`src/rtl/uart_tx_param_if.sv`:
```
// Host-side bundle for uart_tx_param: word handshake, per-frame line config and serial/status outputs.
// master drives words and config; slave is the transmitter.
interface uart_tx_param_if #(
  parameter int DATA_W = 8,
  parameter int DIV_W  = 16
);
  logic [DIV_W-1:0]  baud_div;
  logic [1:0]        parity_mode;
  logic              stop2;
  logic              msb_first;
  logic              tx_valid;
  logic [DATA_W-1:0] tx_data;
  logic              tx_ready;
  logic              ser_out;
  logic              busy;
  logic              status;

  modport master (
    output baud_div, parity_mode, stop2, msb_first, tx_valid, tx_data,
    input  tx_ready, ser_out, busy, status
  );

  modport slave (
    input  baud_div, parity_mode, stop2, msb_first, tx_valid, tx_data,
    output tx_ready, ser_out, busy, status
  );
endinterface

```
`src/rtl/uart_tx_param.sv`:
```
// Parameterised UART transmitter with a one-word holding register; line goes low one cycle after accept when idle.
// Backpressure: tx_ready drops while the holding register is full; frames run back-to-back when a word is waiting.
module uart_tx_param #(
  parameter int DATA_W = 8,
  parameter int DIV_W  = 16
) (
  input  logic            clk_in,
  input  logic            reset,
  uart_tx_param_if.slave  u_if
);
  localparam int CNT_W = $clog2(DATA_W);

  typedef enum logic [2:0] {
    S_IDLE   = 3'd0,
    S_START  = 3'd1,
    S_DATA   = 3'd2,
    S_PARITY = 3'd3,
    S_STOP1  = 3'd4,
    S_STOP2  = 3'd5
  } state_t;

  state_t            r_state, w_state_nxt;
  logic [DATA_W-1:0] r_hold, r_shift;
  logic              r_hold_full;
  logic [CNT_W-1:0]  r_bit_cnt;
  logic [DIV_W-1:0]  r_baud_cnt, r_div;
  logic              r_par_en, r_par_bit, r_stop2, r_msb;
  logic              r_ser, r_busy, r_idle;

  logic w_bit_end, w_head, w_accept;
  logic w_ser_nxt, w_busy_nxt, w_load, w_shift, w_bit_inc, w_bit_clr, w_frame_end;

  assign w_bit_end = (r_baud_cnt == r_div);
  assign w_head    = r_msb ? r_shift[DATA_W-1] : r_shift[0];
  assign w_accept  = u_if.tx_valid && !r_hold_full;

  always_ff @(posedge clk_in or negedge reset) begin
    if (!reset) r_state <= S_IDLE;
    else        r_state <= w_state_nxt;
  end

  always_comb begin
    w_state_nxt = r_state;
    w_ser_nxt   = r_ser;
    w_busy_nxt  = r_busy;
    w_load      = 1'b0;
    w_shift     = 1'b0;
    w_bit_inc   = 1'b0;
    w_bit_clr   = 1'b0;
    w_frame_end = 1'b0;
    case (r_state)
      S_IDLE: begin
        w_ser_nxt  = 1'b1;
        w_busy_nxt = 1'b0;
        if (r_hold_full) begin
          w_state_nxt = S_START;
          w_ser_nxt   = 1'b0;
          w_busy_nxt  = 1'b1;
          w_load      = 1'b1;
        end
      end
      S_START: if (w_bit_end) begin
        w_state_nxt = S_DATA;
        w_ser_nxt   = w_head;
        w_shift     = 1'b1;
        w_bit_clr   = 1'b1;
      end
      S_DATA: if (w_bit_end) begin
        if (r_bit_cnt == CNT_W'(DATA_W - 1)) begin
          w_state_nxt = r_par_en ? S_PARITY : S_STOP1;
          w_ser_nxt   = r_par_en ? r_par_bit : 1'b1;
        end else begin
          w_ser_nxt = w_head;
          w_shift   = 1'b1;
          w_bit_inc = 1'b1;
        end
      end
      S_PARITY: if (w_bit_end) begin
        w_state_nxt = S_STOP1;
        w_ser_nxt   = 1'b1;
      end
      S_STOP1: if (w_bit_end) begin
        if (r_stop2) w_state_nxt = S_STOP2;
        else         w_frame_end = 1'b1;
      end
      S_STOP2: if (w_bit_end) w_frame_end = 1'b1;
      default: begin
        w_state_nxt = S_IDLE;
        w_ser_nxt   = 1'b1;
        w_busy_nxt  = 1'b0;
      end
    endcase
    // A waiting word chains straight into the next start bit.
    if (w_frame_end) begin
      if (r_hold_full) begin
        w_state_nxt = S_START;
        w_ser_nxt   = 1'b0;
        w_load      = 1'b1;
      end else begin
        w_state_nxt = S_IDLE;
        w_ser_nxt   = 1'b1;
        w_busy_nxt  = 1'b0;
      end
    end
  end

  always_ff @(posedge clk_in or negedge reset) begin
    if (!reset) begin
      r_hold      <= '0;
      r_hold_full <= 1'b0;
      r_shift     <= '0;
      r_bit_cnt   <= '0;
      r_baud_cnt  <= '0;
      r_div       <= '0;
      r_par_en    <= 1'b0;
      r_par_bit   <= 1'b0;
      r_stop2     <= 1'b0;
      r_msb       <= 1'b0;
      r_ser       <= 1'b1;
      r_busy      <= 1'b0;
      r_idle      <= 1'b1;
    end else begin
      r_ser  <= w_ser_nxt;
      r_busy <= w_busy_nxt;
      r_idle <= !w_busy_nxt;

      if (w_accept) begin
        r_hold      <= u_if.tx_data;
        r_hold_full <= 1'b1;
      end else if (w_load) begin
        r_hold_full <= 1'b0;
      end

      if (r_state == S_IDLE || w_bit_end) r_baud_cnt <= '0;
      else                                r_baud_cnt <= r_baud_cnt + DIV_W'(1);

      if (w_load || w_bit_clr) r_bit_cnt <= '0;
      else if (w_bit_inc)      r_bit_cnt <= r_bit_cnt + CNT_W'(1);

      if (w_load)       r_shift <= r_hold;
      else if (w_shift) r_shift <= r_msb ? {r_shift[DATA_W-2:0], 1'b0}
                                         : {1'b0, r_shift[DATA_W-1:1]};

      // Line config is frozen for the whole frame at the load edge.
      if (w_load) begin
        r_div     <= u_if.baud_div;
        r_par_en  <= ^u_if.parity_mode;
        r_par_bit <= (^r_hold) ^ (u_if.parity_mode == 2'b10);
        r_stop2   <= u_if.stop2;
        r_msb     <= u_if.msb_first;
      end
    end
  end

  assign u_if.tx_ready = !r_hold_full;
  assign u_if.ser_out  = r_ser;
  assign u_if.busy     = r_busy;
  assign u_if.status   = r_idle;
endmodule

```
`src/flat_wrapper.sv`:
```
// flat-port wrapper written by rule: the top's interface ports become plain ports
module uart_tx_param_flat 
#(
  parameter int DATA_W = 8,
  parameter int DIV_W  = 16
)
  (clk_in, reset, u_if_baud_div, u_if_parity_mode, u_if_stop2, u_if_msb_first, u_if_tx_valid, u_if_tx_data, u_if_tx_ready, u_if_ser_out, u_if_busy, u_if_status);
  uart_tx_param_if #(.DATA_W(DATA_W), .DIV_W(DIV_W)) u_if_i ();
  input  logic clk_in;
  input  logic reset;
  input wire logic [$bits(u_if_i.baud_div)-1:0] u_if_baud_div;
  input wire logic [$bits(u_if_i.parity_mode)-1:0] u_if_parity_mode;
  input wire logic [$bits(u_if_i.stop2)-1:0] u_if_stop2;
  input wire logic [$bits(u_if_i.msb_first)-1:0] u_if_msb_first;
  input wire logic [$bits(u_if_i.tx_valid)-1:0] u_if_tx_valid;
  input wire logic [$bits(u_if_i.tx_data)-1:0] u_if_tx_data;
  output wire logic [$bits(u_if_i.tx_ready)-1:0] u_if_tx_ready;
  output wire logic [$bits(u_if_i.ser_out)-1:0] u_if_ser_out;
  output wire logic [$bits(u_if_i.busy)-1:0] u_if_busy;
  output wire logic [$bits(u_if_i.status)-1:0] u_if_status;
  assign u_if_i.baud_div = u_if_baud_div;
  assign u_if_i.parity_mode = u_if_parity_mode;
  assign u_if_i.stop2 = u_if_stop2;
  assign u_if_i.msb_first = u_if_msb_first;
  assign u_if_i.tx_valid = u_if_tx_valid;
  assign u_if_i.tx_data = u_if_tx_data;
  assign u_if_tx_ready = u_if_i.tx_ready;
  assign u_if_ser_out = u_if_i.ser_out;
  assign u_if_busy = u_if_i.busy;
  assign u_if_status = u_if_i.status;
  uart_tx_param #(.DATA_W(DATA_W), .DIV_W(DIV_W)) u_core (.clk_in(clk_in), .reset(reset), .u_if(u_if_i));
endmodule
```
`config.mk`:
```
export PLATFORM = sky130hd
export DESIGN_NAME = uart_tx_param_flat
export DESIGN_NICKNAME = d
export VERILOG_FILES = /design/src/rtl/uart_tx_param_if.sv /design/src/rtl/uart_tx_param.sv /design/src/flat_wrapper.sv
export SDC_FILE = /design/constraint.sdc
export NUM_CORES = 1
export LEC_CHECK = 0
export CAP_MARGIN = 30
export CORE_UTILIZATION = 40
export CTS_CLUSTER_SIZE = 20
export DETAILED_ROUTE_END_ITERATION = 12
export PLACE_DENSITY_LB_ADDON = 0.05
export SETUP_SLACK_MARGIN = 0.02
export SLEW_MARGIN = 0
export SYNTH_ARGS = -nofsm -noshare
export SYNTH_HDL_FRONTEND = slang
export SYNTH_SLANG_ARGS = --single-unit
```
`constraint.sdc`:
```
create_clock -name clk_in -period 2.5 [get_ports clk_in]
set_input_delay 0.5 -clock clk_in [delete_from_list [all_inputs] [get_ports clk_in]]
set_output_delay 0.5 -clock clk_in [all_outputs]
set_load 0.01 [all_outputs]
```
# Yosys cells after proc, flatten, opt, wreduce, memory -nomap -nowiden
# Cells that the tools add are included.
# classes
n_div	0
n_reduce_logical	15
n_lt_le_gt_ge	0
mul	0
shift	0
n_eq_ne	17
bitwise	1
addsub	2
mux	44
# op_table
op	n
3-bit two-way mux	11
1-bit two-way mux	24
8-bit two-way mux	3
3-bit by 1-bit inequality test with 1-bit output (second input constant)	7
3-bit case mux with 6 select lines	1
16-bit by 1-bit adder with 16-bit output (second input constant)	1
16-bit == test	1
16-bit two-way mux	1
3-bit == test (second input constant)	3
8-bit AND reduction	1
8-bit XOR reduction	1
3-bit by 2-bit == test with 1-bit output (second input constant)	2
1-bit case mux with 2 select lines	3
2-bit nonzero test	3
1-bit case mux with 5 select lines	1
5-bit OR reduction	1
2-bit by 1-bit inequality test with 1-bit output (second input constant)	2
4-bit AND reduction	1
3-bit by 1-bit adder with 3-bit output (second input constant)	1
3-bit by 1-bit == test with 1-bit output (second input constant)	1
3-bit logical NOT	1
2-bit == test (second input constant)	1
1-bit logical NOT	2
1-bit logical OR	2
other kinds (4)	4
# word_totals
mem_bits_ro	0
n_memories	0
out_inout_bits	4
register_bits	62
latchBits	0
ramBits	0

# Longest topological paths before layout
# Gate-level depths: netlist of the first run.
# logic_depth
word_depth	6
mapped_depth	9
mapped_depth_nobuf	8

# Worst setup path after synthesis of the first run
# Ideal clock, no wire load.
# synth_path
kind	register -> register
start	reg u_core.r_baud_cnt[11]
end	reg u_core.r_shift[1]
stages_incl_launch_ff	9
slack_ps	241
period_less_slack_ps	2259
setup_time_ps	126
t_arrival_ps	2133
n_path_buf	2
t_required_ps	2374
path_cell_list	dfrtp_1 -> xor2_1 -> nor4_2 -> nand4_2 -> or3_1 -> buf_2 -> and2_4 -> buf_6 -> a221o_1
# synth_between
elab_chain_len	5
# synth_lines
item	line_no	source
start, declared	uart_tx_param.sv:26	logic [DIV_W-1:0] r_baud_cnt, r_div;
start signal, assigned	uart_tx_param.sv:135	else r_baud_cnt <= r_baud_cnt + DIV_W'(1);
16-bit == test (*)	uart_tx_param.sv:33	assign w_bit_end = (r_baud_cnt == r_div);
1-bit two-way mux (on tied branches)	uart_tx_param.sv:62, uart_tx_param.sv:86, uart_tx_param.sv:82	
1-bit case mux with 2 select lines	uart_tx_param.sv:51	case (r_state)
1-bit two-way mux	uart_tx_param.sv:94	if (w_frame_end) begin
8-bit two-way mux / 2-bit nonzero test (equally long branches)	n/a	
end signal, assigned	uart_tx_param.sv:140	if (w_load) r_shift <= r_hold;
end signal, assigned	uart_tx_param.sv:141	else if (w_shift) r_shift <= r_msb ? {r_shift[DATA_W-2:0], 1'b0}
end, declared	uart_tx_param.sv:23	logic [DATA_W-1:0] r_hold, r_shift;
# Mark *: on every way between the ends. The rest lies on a longest branch, timed or not.
# A chain may end at the register's enable or synchronous reset.

# Worst setup path after layout of the first run
# layout_path
start	reg u_core.r_baud_cnt[11]
end	reg u_core.r_shift[3]
# Same word-level chain as after synthesis.

==> results of run 1 <==
==> stage by stage <==
step,power [mW],hold slack (ps)
final,4.29,131
after global routing,4.61,172
after CTS,4.35,138
after detailed placement,3.30,485
after global placement,3.27,475
after floorplan,2.85,204
==> layer usage <==
layer | global-route usage, % | share of wire [%]
met2 | 24.9 | 43
met4 | 8.06 | 1.8
met1 | 24.7 | 51
met3 | 4.12 | 4.0
met5 | 0 | 0
==> logic make-up (layout without fill, tap and decap cells) <==
kind of cell | after synthesis | after routing | share of synthesized area, %
xor gates and xnor gates | 34 | 34 | 9.53
muxes | 33 | 33 | 11.6
AOI/OAI and AO/OA | 48 | 48 | 10.4
DFF | 62 | 62 | 49.7
and+or+nand+nor | 83 | 83 | 14.2
adders and majority gates | 4 | 4 | 1.60
buffers and inverters | 22 | 69 | 2.92
==> worst max-delay path, delay by kind of cell, from the launching register on <==
family	cells	cell delay, ps
flip-flops	1	430
AND/OR/NAND/NOR	4	1260
AO/OA/AOI/OAI	1	310
XOR/XNOR	1	170
==> area by class of cell <==
type	instances	area share (%)
clock buffers	13	4.38
clock inverters	3	1.69
inverters	8	0.779
multi-input cells	202	38.4
flip-flops and latches	62	40.3
well taps	99	3.22
repair buffers	45	11.2
==> flip-flops by register name, summed over array words and instances (netlist names) <==
name,cells
u_core.r_state,3
u_core.r_par_bit,1
u_core.r_stop2,1
u_core.r_div,16
u_core.r_msb,1
u_core.r_par_en,1
u_core.u_if.status,1
u_core.r_baud_cnt,16
u_core.r_bit_cnt,3
u_core.u_if.busy,1
u_core.r_shift,8
u_core.r_hold,8
u_core.r_hold_full,1
u_core.u_if.ser_out,1
==> layout by cell type (no fill, tap or decap), types with 2 or more instances in the layout <==
master and count:
dfrtp_1 60, clkdlybuf4s50_1 33, nor2_1 28, xor2_1 22, mux2_1 13, mux2_2 13, xnor2_1 12, nand2_1 12
clkbuf_8 12, o21ai_0 10, buf_4 10, nand3_1 9, inv_1 8, a21oi_1 8, mux2i_1 7, or3_1 6
a221o_1 6, nor3_1 5, o21ai_1 5, nor4_2 4, nor2b_1 4, ha_1 4, nand2b_1 3, o21a_1 3
a21o_1 3, a22o_1 3, and4_1 2, and3_1 2, nand4_1 2, a31oi_1 2, bufinv_16 2, dfstp_2 2
==> worst min-delay path by stage <==
stage / from / to / slack, ps / cells after the start
detailed placement: u_core.r_par_en / u_core.r_par_en / 490 / 2
floorplan: reset / u_core.r_baud_cnt[0] / 200 / 0
global route: reset / u_core.r_div[0] / 170 / 1
finish: reset / u_core.r_div[0] / 130 / 1
CTS: reset / u_core.r_div[0] / 140 / 1
global placement: u_core.r_par_en / u_core.r_par_en / 480 / 2
==> power by group <==
| part | internal [mW] | total, mW | switching (mW) |
|---|---|---|---|
| Combinational | 0.837 | 1.52 | 0.678 |
| Sequential | 1.38 | 1.74 | 0.360 |
| Clock | 0.642 | 1.03 | 0.393 |
| Total | 2.86 | 4.29 | 1.43 |
==> run metrics, run 1 <==
design area=between 0.003 and 0.004 sq mm; Placed Area=between 0.003 and 0.004 sq mm; Final nets=363; post-synth top area share=between 40% and 50%; Synth top cells by count=dfrtp_1 (60), nor2_1 (28), xor2_1 (22); Initial Utilization=around 42%; RSZ-0062 raised after global routing=false; Yosys warnings=0; Worst-path clk slew=~70 ps; worst-path fanout max=7; final cell count without fillers=432; post-CTS setup buffer count=0; Final Slew Violations=0; number of cell rows=31; CP max-delay cell=or3_1; Synth area leaders=dfrtp_1 (48%), xor2_1 (6.2%), mux2_1 (4.7%); largest net degree at the start of global routing=32; cell taking the most area after synthesis=dfrtp_1; final worst-path setup slack=218 ps; main flop type after synthesis=dfrtp_1; FILL cells=688; Die Ht=90.4 um; Worst VDD drop=0.530 mV; CTS max path bufs=2; vias after detailed routing=2198; Critical Path, Cell by Cell=xor2_1 -> nor4_2 -> nand4_2 -> or3_1 -> and2_4 -> a221o_1; Core Util, Final=a little over half; Synth Area per Inst=between 10 and 15 sq um; post-synthesis cell type count=45; hold buffers post-CTS=0; PD cells=1110 mW/mm^2; routed vias/inst=5.09; Worst Path Arrival=approximately 2500 ps; Core Region=0.00741 sq mm; Clock Latency Late Sink=340 ps; fmax=438 MHz; Inst Count DP=416; Layout area overhead=23.3%; GR Overflow Total=0; Resized cells post-CTS=0; cell area after synthesis=0.00313 sq mm; DP Wirelength=4.52 mm; Die W=~90 um; CTS tree=done; count leader, synth=dfrtp_1; FF-to-FF path depth=6; CP endpoint=u_core.r_shift[3]; critical path type=reg2reg; H-tree depth=3; clock period minus worst slack=2280 ps; DRC Markers=0; R2R setup slack=220 ps; Iter 0 DRT Violations=87; full die area=0.00817 sq mm; r2r startpoint=u_core.r_baud_cnt[11]; TritonCTS Buffers=9; #FFs+latches synth=62; relative slew slack=64.7%; R2R Path End=u_core.r_shift[3]; Critical Path Start Type=flop; share of cells above drive strength 1=approximately 15%; status=complete, no violations; Placer Congestion=0.735; Slew @ Worst Pin=530 ps; DRT Pass-1 Iters=4; initial antenna violation count=0; crit path launch=u_core.r_baud_cnt[11]; GRT Util Overall=17.4%; # setup viols final=0; Max stage delay on crit path=440 ps; Leak=approximately 1.7 nW; Ant. Diodes=0; vias in the first global route=2195; EDFF count, synth=0; I/O Buffers=34; Layout Skew=8.39 ps; clock sink total=62; Setup TNS Final=0 ps; syn nets=between 300 and 400; Root Buffer=clkbuf_8; Final period util=91.3%; final hold vios=0; setup slack at placement=201 ps; synthesized instance count=286; async set-reset flop share out of synthesis=100%; num ports=35; first-pass GRT wire length=11.0 mm; Crit. End Element=flop; max_cap viols=0; DR WL/cell=~15 um; final wirelength=6.39 mm; Critical Path RT=2720 ps; area of the multi-input gates=0.00148 sq mm; Seq/Total Area, Yosys=49.7%; FF+latch area=0.00155 sq mm; min-delay worst type=in2async; Routed Antenna Nets=0
Power figures use the tool's default switching activity.
==> inputs of run 2 (changes only) <==
Settings changed: DONT_BUFFER_PORTS set to 1, SLEW_MARGIN 0 to not set.
==> run 2 against run 1 <==
  * Count of clock-buffer cells in the layout fell by 3
  * Routed wire length fell by 3.2%
  * Non-clock buffer count fell by 34
  * Global-route usage fell by 0.64 points
  * Sequential share of layout area rose by 4.3 points
  * Worst setup slack improved by 24 ps
  * Worst hold slack got worse by 110 ps
  * Sequential power barely moved
  * Utilization fell by 5.0 points
==> run metrics, run 2 (synthesized netlist as in run 1, its figures left out) <==
status=complete, no violations; final total power=3.99 mW; Final Slew Violations=0; clock sink total=62; Final period util=90.3%; vias after detailed routing=2081; largest net degree at the start of global routing=63; post-CTS setup buffer count=0; Layout Skew=approximately 9.1 ps; final hold vios=0; Worst-path clk slew=80 ps; Worst Path Arrival=~2500 ps; Final nets=329; crit path launch=u_core.r_baud_cnt[11]; Core Region=about 0.0074 sq mm; routed vias/inst=5.23; GR Overflow Total=0; I/O Buffers=0; Critical Path Start Type=flop; Iter 0 DRT Violations=65; WP buf/inv=1; FF+latch area=0.00155 sq mm; DR WL/cell=15.5 um; most common cell after layout, fill and taps aside=dfrtp_1; Critical Path, Cell by Cell=xor2_1 -> nor4_2 -> nand4_2 -> or3_4 -> buf_4 -> or2_0 -> a31oi_1; CP max-delay cell=dfrtp_1; R2R Path End=u_core.r_shift[7]; Placer Congestion=0.739; Critical Path RT=around 2800 ps; max_cap viols=0; Die Ht=90.4 um; setup slack at placement=145 ps; Largest regs=u_core.r_baud_cnt x16, u_core.r_div x16; Die W=90.4 um; TritonCTS Buffers=9; Max stage delay on crit path=around 450 ps; family with the most delay on the worst path=simple AND/OR/NAND/NOR gates; Crit. End Element=flop; final wirelength=6.19 mm; FF-to-FF path depth=7; CP Depth=7; worst-path fanout max=10; vias in the first global route=1986; min-delay worst type=in2async; relative slew slack=69.7%; DRC Markers=0; R2R setup slack=240 ps; Clock Latency Late Sink=approximately 340 ps; Routed Antenna Nets=0; PD cells=1150 mW/mm^2; Initial Utilization=42.2%; RSZ-0062 raised after global routing=false; DP Wirelength=about 4.4 mm; num ports=35; clock period minus worst slack=2260 ps; Root Buffer=clkbuf_8; area of the multi-input gates=0.00149 sq mm; Ant. Diodes=0; Slew @ Worst Pin=449 ps; Layout area overhead=11.3%; # setup viols final=0; Worst VDD drop=0.554 mV; CP endpoint=u_core.r_shift[7]; number of cell rows=31; first-pass GRT wire length=around 10 mm; CTS tree=done; H-tree depth=3; r2r startpoint=u_core.r_baud_cnt[11]; FILL cells=700; Leak=1.52 nW; full die area=0.00817 sq mm; critical path type=reg2reg; commonest cells after routing, fill and taps aside=dfrtp_1 (60), nor2_1 (28), xor2_1 (22); Setup TNS Final=0 ps; final worst-path setup slack=242 ps; fmax=443 MHz; DRT Pass-1 Iters=4; CTS max path bufs=2; share of cells above drive strength 1=16.7%; GRT Util Overall=between 10% and 20%; initial antenna violation count=0
-- run 2: worst register-to-register path, stage by stage (launching register included) --
cell and delay (ps):
dfrtp_1 450, xor2_1 180, nor4_2 390, nand4_2 180
or3_4 440, buf_4 190, or2_0 210, a31oi_1 150
-- run 2: per-stage QoR --
| stage | area (sq um) | utilization, % | hold slack (ps) | instances |
|---|---|---|---|---|
| final | 3480 | 47.0 | 19.8 | 398 |
| after global routing | 3480 | 47.0 | 21.7 | 398 |
| after CTS | 3470 | 46.9 | 28.9 | 398 |
| after detailed placement | 3260 | 44.0 | 207 | 381 |
| after global placement | 3260 | 44.0 | 206 | 381 |
| after floorplan | 3130 | - | 204 | 286 |
-- run 2: worst min-delay path by stage --
| stage | start | endpoint | slack, ps | depth (start not counted) |
|---|---|---|---|---|
| 3_3_place_gp | reset | u_core.r_baud_cnt[0] | 210 | 0 |
| 5_1_grt | reset | u_core.r_div[13] | 20 | 1 |
| 3_5_place_dp | reset | u_core.r_baud_cnt[0] | 210 | 0 |
| 2_1_floorplan | reset | u_core.r_baud_cnt[0] | 200 | 0 |
| 6_report | reset | u_core.r_baud_cnt[10] | 20 | 1 |
| 4_1_cts | reset | u_core.r_div[13] | 30 | 1 |
-- run 2: cell type report --
type                       instances  area share (%)
clock inverter                     6            1.29
inverter                           8           0.863
sequential                        62            44.7
timing repair buffer              11            2.95
clock buffer                      10            3.96
tap                               99            3.56
multi-input combinational        202            42.7
-- run 2: metal layers --
metal | vias up | wire (um) | track usage (%) | part of all wire [%]
met3 | 7 | 306 | 6.23 | 4.9
met4 | 0 | 73 | 4.44 | 1.2
met1 | 1001 | 3180 | 24.0 | 51
met2 | 46 | 2630 | 23.5 | 43
met5 | - | 0 | 0 | 0
li1 | 1027 | - | - | -
-- run 2: where the power goes --
part	internal (mW)	leakage (nW)	switching [mW]
Combinational	0.759	0.663	0.664
Sequential	1.38	0.768	0.368
Clock	0.391	0.0853	0.421
Total	2.53	1.52	1.45
-- run 2: repair_timing --
action	in CTS	in global routing
endpoints found under the hold margin	62	0
resized for setup	0	1
setup endpoints to repair	0	2
hold buffers	1	0
==> inputs of run 3 (changes only) <==
Settings changed: CAP_MARGIN 30 to not set.
Clock period 2.5 ns to 1.9 ns, I/O delays scaled along.
==> run 3 against run 2 <==
  * The run now ends with negative setup slack left
  * Sequential power is 28% higher
  * Clock skew is 0.60 ps lower
  * First-iteration DRC count is 55% higher
  * Highest routed layer unchanged
  * Critical path depth is 1 higher
==> run metrics, run 3 (synthesized netlist as in run 1, its figures left out) <==
Root Buffer=clkbuf_8; design area=between 0.003 and 0.004 sq mm; # setup viols final=34; Core Region=0.00741 sq mm; clock sink total=62; DRC Markers=0; Min-Delay Path Depth=1; Layout Skew=8.49 ps; fmax=458 MHz; grt peak-use layer=met2; TritonCTS Buffers=9; Clock Latency Late Sink=around 340 ps; initial antenna violation count=0; worst-path fanout max=7; Crit. End Element=flop; met2 Use GR=between 20% and 30%; FILL cells=677; relative slew slack=roughly 72%; DR WL/cell=15.5 um; Final Slew Violations=0; Worst-path clk slew=70 ps; Critical Path Start Type=flop; GRT Util Overall=between 10% and 20%; vias after detailed routing=2206; Final period util=115%; Worst Path Arrival=between 2000 and 2500 ps; min-delay worst type=in2reg; Initial Utilization=42.2%; share of cells above drive strength 1=31.4%; CTS tree=done; FF-to-FF path depth=8; Layout area overhead=25.9%; GR Overflow Total=0; DRT Pass-1 Iters=4; I/O Buffers=0; final worst-path setup slack=-286 ps; Worst VDD drop=1.13 mV; number of cell rows=31; status=complete, but fails checks; Critical Path RT=~2100 ps; WHS=between 150 and 200 ps; Placed Area=0.00358 sq mm; M3 GR Usage=6.73%; Slew @ Worst Pin=415 ps; critical path type=reg2reg; commonest cells after routing, fill and taps aside=dfrtp_1 (60), buf_4 (42), nor2_1 (27); Routed Antenna Nets=0; Final nets=368; r2r startpoint=u_core.r_div[9]; Endpoint, Worst Hold=u_core.r_msb; routed vias/inst=5.04; largest net degree at the start of global routing=63; most common cell after layout, fill and taps aside=dfrtp_1; HP Start=u_if_msb_first; first-pass GRT wire length=11.8 mm; vias in the first global route=2330; final hold vios=0; Die W=90.4 um; Leak=1.82 nW; setup slack at placement=-333 ps; PD cells=1540 mW/mm^2; Iter 0 DRT Violations=just over 100; violated checks=negative setup slack; GR Layer Usage met1=25.5%; clock period minus worst slack=2190 ps; R2R setup slack=-290 ps; Die Ht=between 90 and 100 um; num ports=35; final wirelength=just under 7 mm; DP Wirelength=4.71 mm; area of the multi-input gates=0.00157 sq mm; max_cap viols=0; RSZ-0062 raised after global routing=true; Largest regs=u_core.r_baud_cnt x16, u_core.r_div x16; final total power=6.05 mW; FF+latch area=0.00155 sq mm; H-tree depth=3; Placer Congestion=just under 0.8; full die area=about 0.008 sq mm; R2R Path End=u_core.r_shift[2]; CTS max path bufs=2
## run 3: how the worst max path moves through the flow
stage / startpoint / endpoint / slack, ps
CTS: u_core.r_div[7] / u_core.r_shift[4] / -300
global route: u_core.r_baud_cnt[11] / u_core.r_shift[2] / -390
detailed placement: u_core.r_div[8] / u_core.r_div[3] / -330
finish: u_core.r_div[9] / u_core.r_shift[2] / -290
global placement: u_core.r_div[8] / u_core.r_div[3] / -310
floorplan: u_core.r_baud_cnt[8] / u_core.r_shift[1] / -350
## run 3: layer usage
layer | part of all wire (%) | vias up
li1 | - | 1097
met1 | 50 | 1061
met2 | 44 | 43
met3 | 5.1 | 5
met4 | 0.81 | 0
met5 | 0 | -
## run 3: cell type report
type	count	share of cell area, %
clock buffers	12	3.94
diodes	1	0.0636
clock inverters	4	1.78
inverters	8	0.763
flip-flops and latches	62	39.5
repair buffers	50	10.9
well taps	99	3.15
multi-input cells	202	39.9
## run 3: metrics by stage
step	setup TNS, ps	instances	utilization (%)
after floorplan	-4480	286	-
after global placement	-7840	415	48.3
after detailed placement	-8590	415	48.3
after CTS	-8150	436	52.4
after global routing	-12670	437	53.1
final	-7930	438	53.1
## run 3: critical path: stages, from the launching register on
cell     delay [ps]
dfrtp_1         400
xor2_1          180
nor4_2          270
buf_4           160
nand4_2          90
buf_6           140
o31a_1          320
and2_4          200
a221o_1         290
## run 3: what timing repair did
| action | CTS | global route |
|---|---|---|
| gates resized for setup | 5 | 8 |
| buffers inserted | 3 | 1 |
| pin swaps | 2 | 1 |
| cloned | 0 | 0 |
| setup endpoints to repair | 33 | 54 |
| hold endpoints to repair | 62 | 0 |
| hold buffers | 2 | 0 |
## run 3: where the power goes
group	switching, mW	leakage, nW	internal, mW	total [mW]
sequential	0.422	0.768	1.82	2.24
combinational	1.06	0.940	1.43	2.49
clock	0.510	0.116	0.807	1.32
